<file path="config.mk">
export PLATFORM = sky130hd
export DESIGN_NAME = key_entry
export DESIGN_NICKNAME = d
export VERILOG_FILES = /design/src/rtl/key_entry.sv
export SDC_FILE = /design/constraint.sdc
export NUM_CORES = 1
export LEC_CHECK = 0
export ABC_AREA = 1
export BUFFER_PORTS_ARGS = -buffer_cell sky130_fd_sc_hd__buf_2
export CORE_UTILIZATION = 60
export CTS_BUF_LIST = sky130_fd_sc_hd__clkbuf_2 sky130_fd_sc_hd__clkbuf_4 sky130_fd_sc_hd__clkbuf_8
export CTS_CLUSTER_SIZE = 30
export DETAILED_ROUTE_END_ITERATION = 7
export GPL_TIMING_DRIVEN = 0
export PLACE_DENSITY = 0.8
export SLEW_MARGIN = 25
export SYNTH_ARGS = -nofsm -noshare
export SYNTH_HDL_FRONTEND = slang
export SYNTH_SLANG_ARGS = --single-unit
</file>
<file path="constraint.sdc">
create_clock -name clk -period 3.2 [get_ports clk]
set_input_delay 0.64 -clock clk [delete_from_list [all_inputs] [get_ports clk]]
set_output_delay 0.64 -clock clk [all_outputs]
set_load 0.005 [all_outputs]
</file>
<file path="src/rtl/key_entry.sv">
// Password-lock digit entry: debounces enter/cancel, captures one 4-bit digit per
// enter press, tracks entry position and abandons stale partial entries.

module key_entry_db #(
    parameter int DEBOUNCE_CYCLES = 16,
    parameter int CNT_W           = 11
) (
    input  logic clk,
    input  logic clr,
    input  logic btn_i,
    output logic press_o
);
    logic             sync1_q, sync2_q;
    logic             vld1_q, vld2_q;
    logic             deb_q, deb_d;
    logic             prev_q;
    logic             arm_q, arm_d;
    logic [CNT_W-1:0] cnt_q, cnt_d;

    always_comb begin
        cnt_d = cnt_q;
        deb_d = deb_q;
        if (sync2_q == deb_q) begin
            cnt_d = '0;
        end else if (cnt_q == CNT_W'(DEBOUNCE_CYCLES - 1)) begin
            deb_d = ~deb_q;
            cnt_d = '0;
        end else begin
            cnt_d = cnt_q + 1'b1;
        end
        // A button held through reset must be seen released before it can
        // produce a press; vld tracks when the synchronizer holds real samples.
        arm_d = arm_q | (vld2_q & ~sync2_q & ~deb_q);
    end

    always_ff @(posedge clk) begin
        if (clr) begin
            sync1_q <= 1'b0;
            sync2_q <= 1'b0;
            vld1_q  <= 1'b0;
            vld2_q  <= 1'b0;
            deb_q   <= 1'b0;
            prev_q  <= 1'b0;
            arm_q   <= 1'b0;
            cnt_q   <= '0;
        end else begin
            sync1_q <= btn_i;
            sync2_q <= sync1_q;
            vld1_q  <= 1'b1;
            vld2_q  <= vld1_q;
            deb_q   <= deb_d;
            prev_q  <= deb_q;
            arm_q   <= arm_d;
            cnt_q   <= cnt_d;
        end
    end

    assign press_o = deb_q & ~prev_q & arm_q;
endmodule

module key_entry #(
    parameter int DEBOUNCE_CYCLES = 16,
    parameter int TIMEOUT_CYCLES  = 1024,
    parameter int CNT_W           = 11
) (
    input  logic       clk,
    input  logic       clr,
    input  logic [3:0] sw,
    input  logic       btn_enter,
    input  logic       btn_cancel,
    output logic [3:0] pw,
    output logic       step,
    output logic       done,
    output logic       seq_clr,
    output logic [2:0] digit_cnt
);
    logic [1:0]       btn;
    logic [1:0]       press;
    logic             enter_ev, cancel_ev;
    logic [3:0]       pw_q, pw_d;
    logic             step_q, step_d;
    logic             done_q, done_d;
    logic             seq_clr_q, seq_clr_d;
    logic [2:0]       cnt_q, cnt_d;
    logic [CNT_W-1:0] tmo_q, tmo_d;

    assign btn = {btn_cancel, btn_enter};

    generate
        for (genvar i = 0; i < 2; i++) begin : g_db
            key_entry_db #(
                .DEBOUNCE_CYCLES(DEBOUNCE_CYCLES),
                .CNT_W          (CNT_W)
            ) u_db (
                .clk    (clk),
                .clr    (clr),
                .btn_i  (btn[i]),
                .press_o(press[i])
            );
        end
    endgenerate

    // Cancel dominates a coincident enter.
    assign cancel_ev = press[1];
    assign enter_ev  = press[0] & ~press[1];

    always_comb begin
        pw_d      = pw_q;
        step_d    = 1'b0;
        done_d    = 1'b0;
        seq_clr_d = 1'b0;
        cnt_d     = cnt_q;
        tmo_d     = tmo_q;
        if (cancel_ev) begin
            seq_clr_d = 1'b1;
            cnt_d     = 3'd0;
            tmo_d     = '0;
        end else if (enter_ev) begin
            pw_d   = sw;
            step_d = 1'b1;
            tmo_d  = '0;
            if (cnt_q == 3'd3) begin
                done_d = 1'b1;
                cnt_d  = 3'd0;
            end else begin
                cnt_d = cnt_q + 3'd1;
            end
        end else if (cnt_q != 3'd0) begin
            if (tmo_q == CNT_W'(TIMEOUT_CYCLES - 1)) begin
                seq_clr_d = 1'b1;
                cnt_d     = 3'd0;
                tmo_d     = '0;
            end else begin
                tmo_d = tmo_q + 1'b1;
            end
        end else begin
            tmo_d = '0;
        end
    end

    always_ff @(posedge clk) begin
        if (clr) begin
            pw_q      <= 4'd0;
            step_q    <= 1'b0;
            done_q    <= 1'b0;
            seq_clr_q <= 1'b0;
            cnt_q     <= 3'd0;
            tmo_q     <= '0;
        end else begin
            pw_q      <= pw_d;
            step_q    <= step_d;
            done_q    <= done_d;
            seq_clr_q <= seq_clr_d;
            cnt_q     <= cnt_d;
            tmo_q     <= tmo_d;
        end
    end

    assign pw        = pw_q;
    assign step      = step_q;
    assign done      = done_q;
    assign seq_clr   = seq_clr_q;
    assign digit_cnt = cnt_q;
endmodule
</file>
==> results.json, run 1 <==
{
  "cts_resized": 0,
  "rsz0062_at_grt": "false",
  "ys_ff_latch": 55,
  "min-delay-path-class": "reg -> reg",
  "ys_seq_area_frac": 0.4865,
  "max-cap-violations": 0,
  "io_pins": 18,
  "clk_pin_slew_ps": 100,
  "slowest_stage": "dfxtp_1",
  "die_h_um": 63.42,
  "place_ws_ps": 1469,
  "p_leak_nw": 0.9641,
  "drc_errors": 0,
  "yosys.area.top_type": "dfxtp_1",
  "antenna_cells": 0,
  "period_share": 0.4696,
  "synthFlopType": "dfxtp_1",
  "drive_above_1_share": 0.1215,
  "cp.arrival_ps": 1750,
  "async_flop_share": 0,
  "synth_common_cells": "nor2_1, dfxtp_1, nand2_1, inv_1, a21oi_1",
  "vias_per_cell": 4.989,
  "numClockSinks": 55,
  "grt_first_pass_wirelength_um": 7065,
  "avgSynthCellArea_um2": 7.647,
  "synth.area.top_cells": "dfxtp_1, nor2_1, nand2_1",
  "ant_nets": 0,
  "dr.pass1.iters": 4,
  "crit_type": "reg -> reg",
  "clock_tree.buffer_depth": 2,
  "start_util": 0.6526,
  "worst_pin_slew_ps": 437.9,
  "cts_buffers": 5,
  "gp_congestion": 0.8457,
  "powerDensity_nw_per_um2": 441.9,
  "slew_viol_final": 0,
  "grt_usage": 0.2226,
  "finalInstanceArea_um2": 2497,
  "post_dp_cell_area_um2": 2406,
  "root_buffer": "clkbuf_8",
  "hpwl_um": 2621,
  "wl_um": 3696,
  "cp_cell_sequence": "inv_1, ha_1, nand2_1, inv_1, nor3_2, nand2_2, a21oi_1",
  "vdd_drop_max_mv": 0.3002,
  "rows": 21,
  "synth_edf_count": 0,
  "fin_crit_ps": 1503,
  "portBuffers": 17,
  "first_iter_violations": 130,
  "dieWidth_um": 63.42,
  "clock_latency_ps": 310,
  "grt_max_degree": 19,
  "ctsHoldBuffers": 0,
  "synth.most_common_cell": "nor2_1",
  "setup_tns_ps": 0,
  "cts_tree": "yes",
  "yosysTopAreaCellShare": 0.4865,
  "htreeDepth": 2,
  "areaGrowthSynthToFinish_pct": 10.34,
  "status": "finished clean",
  "syn-cell-area_um2": 2263,
  "path_buf_inv": 2,
  "endpoint_kind": "register",
  "cts_setup_buffers": 0,
  "slowest_delay_ps": 400,
  "critPathMaxFanout": 9,
  "setup_violations": 0,
  "netlist_instances": 296,
  "final_net_count": 333,
  "die-area_um2": 4022,
  "worstPathRequired_ps": 3450,
  "final_util": 0.7201,
  "max_slew_margin": 0.7081,
  "final_cells": 367,
  "grt_pass1_vias": 1739,
  "critPathTopFamily": "simple AND/OR/NAND/NOR gates",
  "fin_ws_ps": 1697,
  "routed-via-count": 1831,
  "dp_cells": 359,
  "mappedNetlistNets": 309,
  "hold_viol": 0,
  "max_freq_ghz": 0.6654,
  "wl_per_cell_um": 10.07,
  "crit_top_cell": "inv_1",
  "ys_types": 27,
  "yosys_warnings": 0,
  "grt_overflow": 0,
  "core-area_um2": 3468,
  "finClkSkew_ps": 6.767,
  "critPathLaunchType": "register",
  "antenna_found_initial": 0
}
## sequential cells by signal, summed over array words and instances, names as in the netlist, 2 cells and up
name / flops
g_db.u_db.sync1_q: 2
g_db.u_db.cnt_q: 22
g_db.u_db.prev_q: 2
digit_cnt: 3
pw: 4
g_db.u_db.deb_q: 2
tmo_q: 11
g_db.u_db.arm_q: 2
g_db.u_db.sync2_q: 2
## cells by family (layout without fill, tap and decap cells)
family | Yosys count | count (layout) | synth area share
adder cells (fa/ha/maj) | 5 | 5 | 0.02764
AO/OA/AOI/OAI | 35 | 35 | 0.08016
buffers and inverters | 43 | 68 | 0.08181
AND/OR/NAND/NOR | 148 | 148 | 0.2852
XOR/XNOR | 10 | 10 | 0.03870
flip-flops | 55 | 55 | 0.4865
## tightest hold or removal path: cells and delay by family, from the launching register on
family / cells / cell delay (ps)
flip-flops: 1 / 310
AND/OR/NAND/NOR: 1 / 30
buffers and inverters: 1 / 40
## per-layer routing
metal / vias up / GRT usage / share of wire
li1: 978 / - / -
met1: 803 / 0.2733 / 0.51
met2: 41 / 0.3564 / 0.43
met3: 9 / 0.06703 / 0.046
met4: 0 / 0.09943 / 0.021
met5: - / 0 / 0
## through the flow
| stage | hold slack [ps] | total power, mW |
|---|---|---|
| floorplan | 388.3 | 0.7244 |
| global placement | 390.0 | 0.7324 |
| detailed placement | 396.8 | 0.7332 |
| CTS | 408.9 | 1.119 |
| global route | 430.2 | 1.149 |
| finish | 405.2 | 1.104 |
## layout make-up
class                           instances  area (um^2)
Timing Repair Buffer                   17        85.08
Multi-Input combinational cell        198        977.2
Clock inverter                          3        22.52
Inverter                               38        142.6
Sequential cell                        55         1101
Tap cell                               46        57.56
Fill cell                             291        970.9
Clock buffer                            5        68.82
Buffer                                  5        42.54
## where the power goes
part | switching [mW] | internal [mW] | total [mW]
combinational | 0.0133 | 0.0102 | 0.0235
clock | 0.229 | 0.157 | 0.387
sequential | 0.00337 | 0.690 | 0.694
total | 0.246 | 0.858 | 1.10
## final timing paths
kind                             from  depth (start not counted)  slack (ps)             endpoint
setup / recovery         digit_cnt[0]                          7        1700             tmo_q[4]
setup reg to reg         digit_cnt[0]                          7        1700             tmo_q[4]
hold / removal    g_db[0].u_db.vld1_q                          2         410  g_db[0].u_db.vld2_q
hold reg to reg   g_db[0].u_db.vld1_q                          2         410  g_db[0].u_db.vld2_q
## layout by cell type (no fill, tap or decap), types with 2 or more instances in the layout
master,count
nor2_1,64
ha_1,5
nand2_1,46
nor3_1,7
nand3_1,14
xnor2_1,2
or2_0,2
a21oi_1,20
buf_6,3
buf_2,18
o21ai_0,13
or2_2,2
nand2_2,2
nand4_1,5
xor2_1,8
clkbuf_8,5
dfxtp_1,55
inv_1,37
Note: power is estimated with default switching activity, not from simulation.
==> run 2: changes to the inputs <==
clock period = 1.5 ns   (was 3.2 ns; I/O delays follow)
==> results.json, run 2 (synthesized netlist as in run 1, its figures left out) <==
{
  "status": "finished clean",
  "die-area_um2": 4022,
  "endpoint_kind": "register",
  "fin_crit_ps": 1425,
  "wl_per_cell_um": 10.79,
  "fin_ws_ps": 74.75,
  "finalInstanceArea_um2": 2572,
  "gp_congestion": 0.8457,
  "grt_pass1_vias": 1739,
  "min-delay-path-class": "in -> reg",
  "fin_hold_ws_ps": 179.0,
  "core-area_um2": 3468,
  "final_util": 0.7417,
  "clock_latency_ps": 310,
  "final_net_count": 336,
  "vias_per_cell": 5.038,
  "period_share": 0.9502,
  "crit_type": "reg -> reg",
  "max_slew_margin": 0.7033,
  "setup_violations": 0,
  "clock_tree.buffer_depth": 2,
  "portBuffers": 17,
  "max_freq_ghz": 0.7016,
  "root_buffer": "clkbuf_8",
  "rows": 21,
  "final_cell_mix": "nor2_1, dfxtp_1, nand2_1",
  "numClockSinks": 55,
  "dieWidth_um": 63.42,
  "antenna_cells": 0,
  "htreeDepth": 2,
  "largest_register_ffs": 22,
  "grt_first_pass_wirelength_um": 7065,
  "cts_tree": "yes",
  "worstPathRequired_ps": 1710,
  "final_common_cell": "nor2_1",
  "worst_pin_slew_ps": 445.1,
  "areaGrowthSynthToFinish_pct": 13.65,
  "ant_nets": 0,
  "grt_overflow": 0,
  "place_ws_ps": 5.499,
  "wl_um": 3992,
  "first_iter_violations": 169,
  "max_flop_register": "g_db.u_db.cnt_q",
  "critPathMaxFanout": 5,
  "grt_usage": 0.2226,
  "critPathLaunchType": "register",
  "p_leak_nw": 0.9754,
  "finClkSkew_ps": 9.086,
  "die_h_um": 63.42,
  "powerDensity_nw_per_um2": 917.0,
  "drive_above_1_share": 0.1636,
  "hpwl_um": 2621,
  "cts_buffers": 5,
  "drc_errors": 0,
  "dr.pass1.iters": 4,
  "post_dp_cell_area_um2": 2406,
  "dp_cells": 359,
  "vdd_drop_max_mv": 0.6371,
  "grt_max_degree": 19,
  "io_pins": 18,
  "final_cells": 370,
  "nFillCells": 273,
  "clk_pin_slew_ps": 100,
  "slew_viol_final": 0,
  "routed-via-count": 1864,
  "max-cap-violations": 0,
  "antenna_found_initial": 0,
  "hold_viol": 0,
  "cp.arrival_ps": 1640,
  "start_util": 0.6526
}
[run 2: changes by cell type in the layout (fill, tap and decap cells not counted), sizes merged]
cell   previous run  this run
buf              21        23
nand2            48        49
[run 2: repair_timing]
| item | in CTS | in global routing |
|---|---|---|
| buffers inserted | 0 | 1 |
| setup endpoints to repair | 0 | 33 |
| hold buffers | 0 | 0 |
| gates resized for setup | 0 | 18 |
[run 2: through the flow]
stage	TNS, ps	power [mW]
global placement	0	1.562
CTS	0	2.386
global route	-58.05	2.456
floorplan	0	1.545
finish	0	2.359
detailed placement	0	1.564
[run 2: final timing paths]
kind                                             from                     to  slack, ps  cells past startpoint
worst max-delay path            g_db[0].u_db.cnt_q[0]  g_db[0].u_db.cnt_q[6]         70                      6
worst min-delay path                       btn_cancel   g_db[1].u_db.sync1_q        180                      3
worst min register to register    g_db[0].u_db.vld1_q    g_db[0].u_db.vld2_q        400                      2
worst max register to register  g_db[0].u_db.cnt_q[0]  g_db[0].u_db.cnt_q[6]         70                      6
[run 2: layout make-up]
type | instances | area, um^2 | share of cell area
repair buffers | 19 | 103.9 | 0.04037
plain buffers | 5 | 42.54 | 0.01654
well taps | 46 | 57.56 | 0.02237
flip-flops and latches | 55 | 1111 | 0.4319
clock buffers | 5 | 68.82 | 0.02675
clock inverters | 3 | 22.52 | 0.008755
multi-input cells | 199 | 1023 | 0.3979
inverters | 38 | 142.6 | 0.05545
[run 2: layer usage]
metal,share of wire,wire length (um),vias up,track usage
li1,-,-,986,-
met1,0.49,1948,834,0.2733
met2,0.45,1809,39,0.3564
met3,0.042,168,5,0.06703
met4,0.016,65,0,0.09943
met5,0,0,-,0
[run 2: power breakdown]
group          switching (mW)  leakage [nW]  internal [mW]
Sequential            0.00756         0.448           1.47
Clock                   0.491        0.0485          0.335
Combinational          0.0304         0.479         0.0236
Total                   0.529         0.975           1.83
[run 2: worst max-delay path: stages (launching register included)]
cell and delay, ps:
dfxtp_4 380, ha_2 190, nand3_2 100, or2_4 290
o21ai_4 180, buf_6 150, nor2_1 40
==> run 3: changes to the inputs <==
CORE_UTILIZATION = 55   (was 60)
PLACE_DENSITY = 0.77   (was 0.8)
clock period = 1.25 ns   (was 1.5 ns; I/O delays follow)
==> results.json, run 3 (synthesized netlist as in run 1, its figures left out) <==
{
  "status": "finished, violations left",
  "violations": "setup timing",
  "areaGrowthSynthToFinish_pct": 32.95,
  "critPathMaxFanout": 5,
  "ff2ff_path_depth": 6,
  "antenna_cells": 0,
  "power_mw": 2.907,
  "endpoint_kind": "register",
  "cp.arrival_ps": 1540,
  "core-area_um2": 3799,
  "dr.pass1.iters": 5,
  "die_h_um": 66.15,
  "cts_buffers": 5,
  "grt_usage": 0.2191,
  "drc_errors": 0,
  "routed-via-count": 1963,
  "final_net_count": 358,
  "max_freq_ghz": 0.7549,
  "dp_cells": 361,
  "fin_crit_ps": 1325,
  "dieWidth_um": 66.15,
  "clock_tree.buffer_depth": 2,
  "highest_layer": "met4",
  "start_util": 0.5958,
  "setup_violations": 13,
  "cp-endpoint": "g_db[0].u_db.cnt_q[1]",
  "crit_type": "reg -> reg",
  "finClkSkew_ps": 8.353,
  "reg2reg_from": "g_db[0].u_db.cnt_q[1]",
  "final_common_cell": "nor2_1",
  "worst_pin_slew_ps": 415.0,
  "routed-wl-met2_um": 2235,
  "root_buffer": "clkbuf_8",
  "slew_viol_final": 0,
  "whs_path_depth": 3,
  "gp_congestion": 0.8090,
  "grt_pass1_vias": 1806,
  "cts_tree": "yes",
  "met3RoutedLength_um": 160,
  "vdd_drop_max_mv": 0.8947,
  "max-cap-violations": 0,
  "numClockSinks": 55,
  "wl_met1_um": 2089,
  "largest_register_ffs": 22,
  "critPathLaunch": "g_db[0].u_db.cnt_q[1]",
  "r2r-end": "g_db[0].u_db.cnt_q[1]",
  "clock_latency_ps": 310,
  "grt_first_pass_wirelength_um": 7293,
  "wl_um": 4523,
  "grt_overflow": 0,
  "die-area_um2": 4376,
  "ant_nets": 0,
  "p_leak_nw": 1.126,
  "max_flop_register": "g_db.u_db.cnt_q",
  "hpwl_um": 2678,
  "rsz0062_at_grt": "true",
  "regToRegSetupSlack_ps": -70,
  "htreeDepth": 2,
  "min-delay-path-class": "in -> reg",
  "grt_max_degree": 17,
  "worstPathRequired_ps": 1460,
  "rows": 22,
  "nFillCells": 261,
  "first_iter_violations": 127,
  "portBuffers": 17,
  "final_cell_mix": "nor2_1, dfxtp_1, nand2_1",
  "period_share": 1.060,
  "final_cells": 394,
  "vias_per_cell": 4.982,
  "clk_pin_slew_ps": 90,
  "drive_above_1_share": 0.3468,
  "max_slew_margin": 0.7233,
  "wl_per_cell_um": 11.48,
  "antenna_found_initial": 0,
  "fin_ws_ps": -74.74,
  "io_pins": 18,
  "powerDensity_nw_per_um2": 966.1,
  "critPathLaunchType": "register",
  "hold_viol": 0
}
run 3: worst min-delay path by stage:
stage                                end            startpoint  slack, ps
floorplan                        seq_clr                   clr        320
global placement    g_db[0].u_db.sync2_q  g_db[0].u_db.sync1_q        390
detailed placement  g_db[0].u_db.sync2_q  g_db[0].u_db.sync1_q        400
CTS                 g_db[1].u_db.sync1_q            btn_cancel        130
global route                     seq_clr                   clr        130
finish              g_db[1].u_db.sync1_q            btn_cancel        140
run 3: report_power, final:
part | switching, mW | leakage, nW | internal (mW)
logic | 0.0404 | 0.622 | 0.0343
clock network | 0.560 | 0.0505 | 0.505
registers | 0.00947 | 0.453 | 1.76
run 3: timing repair:
action / CTS / global route
gates cloned: 3 / 0
gates resized for setup: 31 / 51
hold buffers: 0 / 0
pin swaps: 12 / 19
setup buffers: 16 / 6
endpoints found under the setup margin: 42 / 42
run 3: worst max-delay path, stage by stage, from the launching register on:
cell and delay, ps:
dfxtp_2 370, ha_4 140, nand3_4 90, or2_4 270, o21ai_4 170, buf_6 140, nor2_1 40
run 3: routing by layer:
| metal | track usage | vias up |
|---|---|---|
| met5 | 0 | - |
| met4 | 0.09043 | 0 |
| met3 | 0.05517 | 5 |
| met2 | 0.3878 | 34 |
| met1 | 0.2481 | 893 |
| li1 | - | 1031 |
run 3: stage by stage:
step	hold WS (ps)	instance area [um^2]	setup WS, ps	utilization	TNS [ps]
after floorplan	319.1	2293	-15.73	-	-85.93
final	140.4	3009	-74.74	0.7922	-823.7
after global routing	132.3	3009	-164.5	0.7922	-2117
after CTS	131.8	2786	-92.14	0.7335	-971.4
after global placement	388.8	2439	-146.0	0.6420	-3684
after detailed placement	399.0	2439	-184.6	0.6420	-4734
run 3: cell type report:
cell class | count | area [um^2] | share of cell area
well taps | 48 | 60.06 | 0.01996
repair buffers | 41 | 280.3 | 0.09314
flip-flops and latches | 55 | 1129 | 0.3751
clock inverters | 1 | 7.507 | 0.002495
clock buffers | 7 | 96.34 | 0.03202
plain buffers | 5 | 42.54 | 0.01414
multi-input cells | 199 | 1249 | 0.4150
inverters | 38 | 145.1 | 0.04823
